## config.mk

```make
export PLATFORM = sky130hd
export DESIGN_NAME = edge_detect_multi
export DESIGN_NICKNAME = d
export VERILOG_FILES = /design/src/rtl/edge_detect_multi.sv
export SDC_FILE = /design/constraint.sdc
export NUM_CORES = 1
export LEC_CHECK = 0
export ABC_AREA = 1
export BUFFER_PORTS_ARGS = -buffer_cell sky130_fd_sc_hd__buf_2
export CAP_MARGIN = 20
export CELL_PAD_IN_SITES_DETAIL_PLACEMENT = 1
export CELL_PAD_IN_SITES_GLOBAL_PLACEMENT = 1
export CORE_UTILIZATION = 40
export CTS_CLUSTER_DIAMETER = 30
export CTS_CLUSTER_SIZE = 10
export DETAILED_ROUTE_END_ITERATION = 8
export PLACE_DENSITY = 0.83
export SYNTH_ARGS = -nofsm -noshare
export SYNTH_HDL_FRONTEND = slang
export SYNTH_SLANG_ARGS = --single-unit
```

## constraint.sdc

```tcl
create_clock -name clk -period 1.9 [get_ports clk]
set_input_delay 0.38 -clock clk [delete_from_list [all_inputs] [get_ports clk]]
set_output_delay 0.38 -clock clk [all_outputs]
set_load 0.05 [all_outputs]
```

## src/rtl/edge_detect_multi.sv

```systemverilog
// edge_detect_multi: per-channel edge detector with a LOW/HIGH level FSM,
// selectable edge type, Mealy or Moore pulse output and saturating edge
// counters. Define EDGE_DEBOUNCE_EN to add a per-channel stability filter
// that accepts a new level only after it has been held for FILT_LEN cycles.
module edge_detect_multi #(
  parameter int N_CH     = 4,
  parameter int CNT_W    = 8,
  parameter int FILT_LEN = 3
) (
  input  logic                  clk,
  input  logic                  reset,
  input  logic [N_CH-1:0]       in_edge,
  input  logic [1:0]            edge_sel,
  input  logic                  mode,
  input  logic                  clr_cnt,
  output logic [N_CH-1:0]       out_edge,
  output logic                  any_edge,
  output logic [N_CH*CNT_W-1:0] edge_cnt
);

  typedef enum logic {LOW = 1'b0, HIGH = 1'b1} lvl_t;

  lvl_t            state     [N_CH];
  lvl_t            state_nxt [N_CH];
  logic [N_CH-1:0] lvl;
  logic [N_CH-1:0] diff;
  logic [N_CH-1:0] chg;
  logic [N_CH-1:0] qual_p0;
  logic [N_CH-1:0] pulse_p1;
  logic [CNT_W-1:0] cnt [N_CH];

  // Accepted level as a bit vector and raw disagreement with it
  always_comb begin
    lvl  = '0;
    diff = '0;
    for (int i = 0; i < N_CH; i++) begin
      lvl[i]  = (state[i] == HIGH);
      diff[i] = in_edge[i] ^ lvl[i];
    end
  end

`ifdef EDGE_DEBOUNCE_EN
  localparam logic [3:0] FILT_LAST = 4'(FILT_LEN - 1);

  logic [3:0] stab [N_CH];

  // Count consecutive cycles of disagreement; restart once the level is accepted
  always_ff @(posedge clk) begin
    for (int i = 0; i < N_CH; i++) begin
      if (reset) begin
        stab[i] <= '0;
      end else if (diff[i] && !chg[i]) begin
        stab[i] <= stab[i] + 4'd1;
      end else begin
        stab[i] <= '0;
      end
    end
  end

  // A change is accepted on the FILT_LEN-th consecutive cycle of disagreement
  always_comb begin
    chg = '0;
    for (int i = 0; i < N_CH; i++) begin
      chg[i] = diff[i] && (stab[i] == FILT_LAST);
    end
  end
`else
  // FILT_LEN has no effect without the filter; tie it off
  logic [31:0] unused_filt;
  assign unused_filt = 32'(FILT_LEN);

  // Every disagreement is a change when unfiltered
  always_comb begin
    chg = diff;
  end
`endif

  // Level FSM state register
  always_ff @(posedge clk) begin
    for (int i = 0; i < N_CH; i++) begin
      if (reset) begin
        state[i] <= LOW;
      end else begin
        state[i] <= state_nxt[i];
      end
    end
  end

  // Next level and edge qualification against edge_sel
  always_comb begin
    qual_p0 = '0;
    for (int i = 0; i < N_CH; i++) begin
      state_nxt[i] = state[i];
      if (chg[i]) begin
        if (state[i] == LOW) begin
          state_nxt[i] = HIGH;
          qual_p0[i]   = (edge_sel == 2'b00) || (edge_sel == 2'b10);
        end else begin
          state_nxt[i] = LOW;
          qual_p0[i]   = (edge_sel == 2'b01) || (edge_sel == 2'b10);
        end
      end
    end
  end

  // ---- stage p0 -> p1: registered pulse for Moore mode ----
  always_ff @(posedge clk) begin
    if (reset) begin
      pulse_p1 <= '0;
    end else begin
      pulse_p1 <= qual_p0;
    end
  end

  // Saturating per-channel counters; clear beats increment
  always_ff @(posedge clk) begin
    for (int i = 0; i < N_CH; i++) begin
      if (reset || clr_cnt) begin
        cnt[i] <= '0;
      end else if (qual_p0[i] && (cnt[i] != {CNT_W{1'b1}})) begin
        cnt[i] <= cnt[i] + 1'b1;
      end
    end
  end

  // Output select; reset blanks both the Mealy and Moore paths
  always_comb begin
    out_edge = reset ? '0 : (mode ? pulse_p1 : qual_p0);
    any_edge = |out_edge;
  end

  // Pack the counters onto the output bus
  always_comb begin
    edge_cnt = '0;
    for (int i = 0; i < N_CH; i++) begin
      edge_cnt[i*CNT_W +: CNT_W] = cnt[i];
    end
  end

endmodule

```

==> metrics.cfg, run 1 <==
[pwr]
power_density_nw_per_um2 = 740
total_power_mw = 2.02
p_sw_mw = 0.650
netSwitchingFraction = 0.321
irDropWorstVdd_uv = 449
p_comb_frac = 0.219
p_clk_frac = 0.264
p_leak_nw = 1.28
share_seq_of_total_power = 0.517
p_int_mw = 1.37

[floorplanning]
die_x_um = 75.2
die_y_um = 75.2
rows = 26
start_util = 0.417
die_area_sq_um = 5660
core_area_sq_um = 5140
io-pin-count = 47

[place]
place_hpwl_um = 3620
io_buffers = 46
placedCellCount = 373
gp_congestion = 0.740
dpl-instance-area_sq_um = 2590

[route]
antenna_left = 0
vias = 1780
dr_wl_met3_um = 129
drt_iter0_drc = 54
drc = 0
viasPerCell = 4.68
routed_wl_um = 4760
top_layer = met4
route.met2.wl_um = 2380
drtPass1Iterations = 5
avgRoutedWirePerCell_um = 12.5
wl_met1_um = 2190

[global_routing]
grt_pass1_vias = 1740
grt_max_degree = 14
grt-ovfl-total = 0
grt_usage = 0.183
antenna_found_initial = 0
grt_first_pass_wirelength_um = 7620

[finish]
stdcell_count = 380
multi_input_area_sq_um = 941
antennaDiodeCount = 0
area_delta_synth_final_pct = 27.6
layout-drive-gt1-share = 0.297
design_area_sq_um = 2740
regArea_sq_um = 1120
nNetsFinal = 326
fillCellCount = 664

[clock_network]
root_buffer = clkbuf_8
cts_hold_buf = 0
clkSinkCount = 40
cts_buffers = 5
h-tree-depth = 2
cts_tree = built
clk_path_buf_depth = 2
path_clk_slew_ns = 0.07
cts_setup_buffers = 0
insertion_delay_ns = 0.29

[sta]
hold_violations = 0
slew_violations = 0
layout_min_cycle_time_ns = 1.82
finalSetupTns_ns = 0
max_freq_mhz = 551
slew_headroom = 0.784
tightest_slew_ns = 0.323
whs_ns = 0.339
skew_ns = 0.00520
period_share = 0.956
setup-violations-final = 0

[worst_setup_path]
cp-end-kind = output pin
critPathSlowestCell = ha_4
reg2reg_depth = 7
critPathMaxFanout = 4
crit_type = input pin to output pin
worstPathRequired_ns = 1.52
path_cells = buf_2 > inv_1 > ha_4 > nand3_2 > nand3_2 > nand2_2 > inv_1 > buf_2
crit_arrival_ns = 1.44
max_stage_delay_ns = 0.30
start_kind = input pin

[synthesis]
synthesis.nets = 259
yosys_warnings = 0
synth_top_area_share = 0.448
synthCells = 243
synth.largest_area_cell = edfxtp_1
ys_types = 19
syn-cell-area_sq_um = 2140
yosysSeqAreaShare = 0.523
synth_area_per_cell_sq_um = 8.83
ys_seq_elements = 40
synth_area_leaders = edfxtp_1, nor2_1, nand2_1

[run_status]
status = complete, no violations

[min_path]
hold_depth = 3
min_path_type = input pin to flop

[run]
maxCapViolCount = 0

==> per-stage QoR <==
| step | util | setup slack [ns] |
|---|---|---|
| floorplan | - | 0.0331 |
| global placement | 0.505 | -0.0102 |
| detailed placement | 0.505 | -0.0729 |
| CTS | 0.524 | 0.0380 |
| global route | 0.532 | -0.0154 |
| finish | 0.532 | 0.0836 |
==> Yosys cell counts (all sizes together) <==
| cell | n |
|---|---|
| a21oi | 4 |
| nand3 | 20 |
| edfxtp | 32 |
| xor2 | 15 |
| buf | 1 |
| nand2 | 50 |
| inv | 36 |
| nor2 | 57 |
| nand4 | 7 |
| dfxtp | 8 |
| nor3 | 1 |
| o21bai | 1 |
| xnor2 | 5 |
| ha | 6 |
==> area by class of cell <==
class                   instances  share of cell area
flip-flops and latches         40               0.410
multi-input cells             166               0.344
repair buffers                 61               0.137
inverters                      36              0.0494
well taps                      70              0.0320
clock buffers                   6              0.0265
clock inverters                 1             0.00183
==> logic make-up (layout without fill, tap and decap cells) <==
group           after synthesis  in the layout  synth area share
compound gates                5              5            0.0128
xor+xnor                     20             20            0.0817
fa+ha+maj                     6              6            0.0350
buf+inv                      37            104            0.0653
flops                        40             40             0.523
simple gates                135            135             0.282
==> routing by layer <==
| metal | vias up | global-route usage |
|---|---|---|
| li1 | 906 | - |
| met1 | 837 | 0.227 |
| met2 | 30 | 0.316 |
| met3 | 7 | 0.0402 |
| met4 | 0 | 0.0617 |
| met5 | - | 0 |
==> path summary, 6_finish.rpt <==
kind | from | end | slack (ns)
worst min register to register | state[3] | pulse_p1[3] | 0.59
worst max-delay path | edge_sel[1] | out_edge[1] | 0.08
worst max register to register | cnt[3][0] | cnt[3][2] | 0.28
worst min-delay path | in_edge[2] | state[2] | 0.34
==> power by group through the flow <==
stage               combinational [mW]  sequential [mW]  clock (mW)
floorplan                        0.152             1.21           0
detailed placement               0.425             1.07           0
CTS                              0.436             1.05       0.542
global route                     0.480             1.06       0.566
global placement                 0.416             1.06           0
finish                           0.444             1.05       0.534
==> critical path: cells and delay by family <==
kind / cells / cell delay [ns]
adder cells (fa/ha/maj): 1 / 0.30
buffers and inverters: 4 / 0.50
AND/OR/NAND/NOR: 3 / 0.26
==> layout by cell type, fill, tap and decap left out, types with 6 or more instances in the layout <==
master / instances
nor2_1: 53
buf_2: 45
nand2_1: 43
inv_1: 33
edfxtp_1: 32
xor2_1: 15
buf_4: 13
nand3_1: 11
nand3_2: 8
dfxtp_1: 8
nand4_1: 7
nand2_2: 6
==> repair_timing <==
action / CTS / global route
setup endpoints to repair: 2 / 4
pin swaps: 0 / 6
gates resized for setup: 4 / 14
==> registers in the layout (all words and copies together), names as in the netlist <==
register	count
pulse_p1	4
state	4
cnt	32
(Power assumes the default switching activity.)
==> run 2, diff against run 1 <==
Settings changed: SETUP_SLACK_MARGIN from default to 0.2.
Clock period 1.9 ns to 1.73 ns, I/O delays scaled along.
==> run 2 against run 1 <==
Non-clock buffer count grew 9. Total power grew 28%. Cell area grew 16%. Sequential share of layout area shrank 5.5 points. Sequential power grew 10%. Largest power group unchanged.
==> metrics.cfg, run 2 (synthesis gave the netlist of run 1 again) <==
[route]
drtPass1Iterations = 4  ; -1
drc = 0  ; unchanged
antenna_left = 0  ; unchanged
avgRoutedWirePerCell_um = 14.8  ; +18%
vias = 1885  ; +5.9%
routed_wl_um = 5780  ; +22%
drt_iter0_drc = 51  ; -5.6%
viasPerCell = 4.83  ; +3.2%

[clock_network]
insertion_delay_ns = 0.30  ; about the same
clk_path_buf_depth = 2  ; unchanged
cts_buffers = 5  ; unchanged
cts_tree = built
h-tree-depth = 2  ; unchanged
root_buffer = clkbuf_8
cts_hold_buf = 0  ; unchanged
clkSinkCount = 40  ; unchanged
path_clk_slew_ns = 0.08  ; about the same

[worst_setup_path]
crit_arrival_ns = 1.38  ; -0.06 ns
ff2ff_setup_slack_ns = 0.09  ; -0.19 ns
rr_endpoint = cnt[1][5]
reg2reg_depth = 8  ; +1
worstPathRequired_ns = 1.38  ; -0.14 ns
start_kind = input pin
cp-end-kind = output pin
rr_startpoint = state[1]
crit_type = input pin to output pin
critPathMaxFanout = 4  ; unchanged

[place]
dp_slack_ns = -0.131  ; -0.0585 ns
dpl-instance-area_sq_um = 2640  ; +1.6%
gp_congestion = 0.762  ; +2.9%
place_hpwl_um = 3530  ; -2.5%
io_buffers = 46  ; unchanged

[sta]
hold_violations = 0  ; unchanged
layout_min_cycle_time_ns = 1.73
period_share = 1.00
rsz0062_at_grt = true
skew_ns = 0.00758  ; +0.00238 ns
setup-violations-final = 0  ; unchanged
max_freq_mhz = 578
whs_ns = 0.313  ; -0.0269 ns
slew_violations = 0  ; unchanged
tightest_slew_ns = 0.467  ; +0.144 ns
worst_slack_ns = 0.000811  ; -0.0828 ns
slew_headroom = 0.688  ; -0.0962

[min_path]
hold_end = state[1]
hold_depth = 3  ; unchanged
min_path_type = input pin to flop
worstHoldStart = in_edge[1]

[finish]
final_common_cell = nor2_1
layout-drive-gt1-share = 0.469  ; +0.172
largest-register = cnt
design_area_sq_um = 3160  ; +16%
final_cell_mix = nor2_1, buf_2, edfxtp_1, nand2_1, inv_1
antennaDiodeCount = 0  ; unchanged
largest_reg_flops = 32  ; unchanged
fin_util = 0.616  ; +0.0833
top_regs = cnt (32), pulse_p1 (4), state (4)
nNetsFinal = 335  ; +2.8%
area_delta_synth_final_pct = 47.5

[global_routing]
grt_first_pass_wirelength_um = 8070  ; +5.9%
grt_usage = 0.194  ; +0.0115
antenna_found_initial = 0  ; unchanged
grt_max_degree = 14  ; unchanged
grt-ovfl-total = 0  ; unchanged
grt_pass1_vias = 1772  ; +1.8%

[pwr]
irDropWorstVdd_uv = 410  ; -8.6%
power_density_nw_per_um2 = 822  ; +11%
p_leak_nw = 1.39  ; +8.4%

[run_status]
status = complete, no violations

[floorplanning]
die_area_sq_um = 5660  ; unchanged
io-pin-count = 47  ; unchanged
die_y_um = 75.2  ; unchanged
start_util = 0.417  ; unchanged
die_x_um = 75.2  ; unchanged
core_area_sq_um = 5140  ; unchanged
rows = 26  ; unchanged

[run]
maxCapViolCount = 0  ; unchanged

[run 2: power by group]
group	total [mW]	internal, mW	switching, mW
combinational	0.599	0.192	0.406
clock	0.845	0.509	0.336
sequential	1.16	1.10	0.0590
[run 2: metal layers]
layer  share of wire  vias up  routed length (um)  global-route usage
li1                -      927                   -                   -
met1            0.43      900                2470               0.223
met2            0.52       49                2980               0.341
met3           0.041        9                 236              0.0589
met4           0.017        0                  99              0.0720
met5               0        -                   0                   0
[run 2: layout make-up]
| class | instances | area, sq um |
|---|---|---|
| sequential | 40 | 1120 |
| clock buffer | 7 | 96.3 |
| clock inverter | 1 | 30.0 |
| timing repair buffer | 70 | 515 |
| inverter | 36 | 161 |
| tap | 70 | 87.6 |
| fill | 598 | 1980 |
| multi-input combinational | 166 | 1150 |
[run 2: how the worst max path moves through the flow]
| stage | slack (ns) | depth (start not counted) | from | to |
|---|---|---|---|---|
| floorplan | -0.05 | 6 | cnt[3][0] | cnt[3][0] |
| global placement | -0.09 | 10 | edge_sel[1] | any_edge |
| detailed placement | -0.13 | 12 | edge_sel[0] | any_edge |
| CTS | 0.05 | 12 | edge_sel[0] | any_edge |
| global route | -0.04 | 8 | state[1] | any_edge |
| finish | 0.0008 | 12 | edge_sel[0] | any_edge |
[run 2: repair_timing]
item | 4_1_cts | 5_1_grt
pin swaps | 16 | 15
gates cloned | 0 | 0
endpoints found under the setup margin | 21 | 48
setup buffers | 5 | 8
resized for setup | 49 | 38
[run 2: critical path: stages]
cell,delay [ns]
buf_8,0.08
inv_6,0.03
ha_4,0.14
inv_2,0.06
nand2_4,0.10
nand2_4,0.08
nand3_2,0.09
nand2_4,0.10
nand2_2,0.07
inv_2,0.07
nand2_4,0.05
buf_8,0.14
[run 2: per-stage QoR]
step | std cells | TNS (ns) | total power, mW
finish | 390 | 0 | 2.60
detailed placement | 369 | -0.452 | 1.65
CTS | 382 | 0 | 2.55
floorplan | 243 | -1.24 | 1.52
global placement | 369 | -0.160 | 1.64
global route | 390 | -0.0448 | 2.70
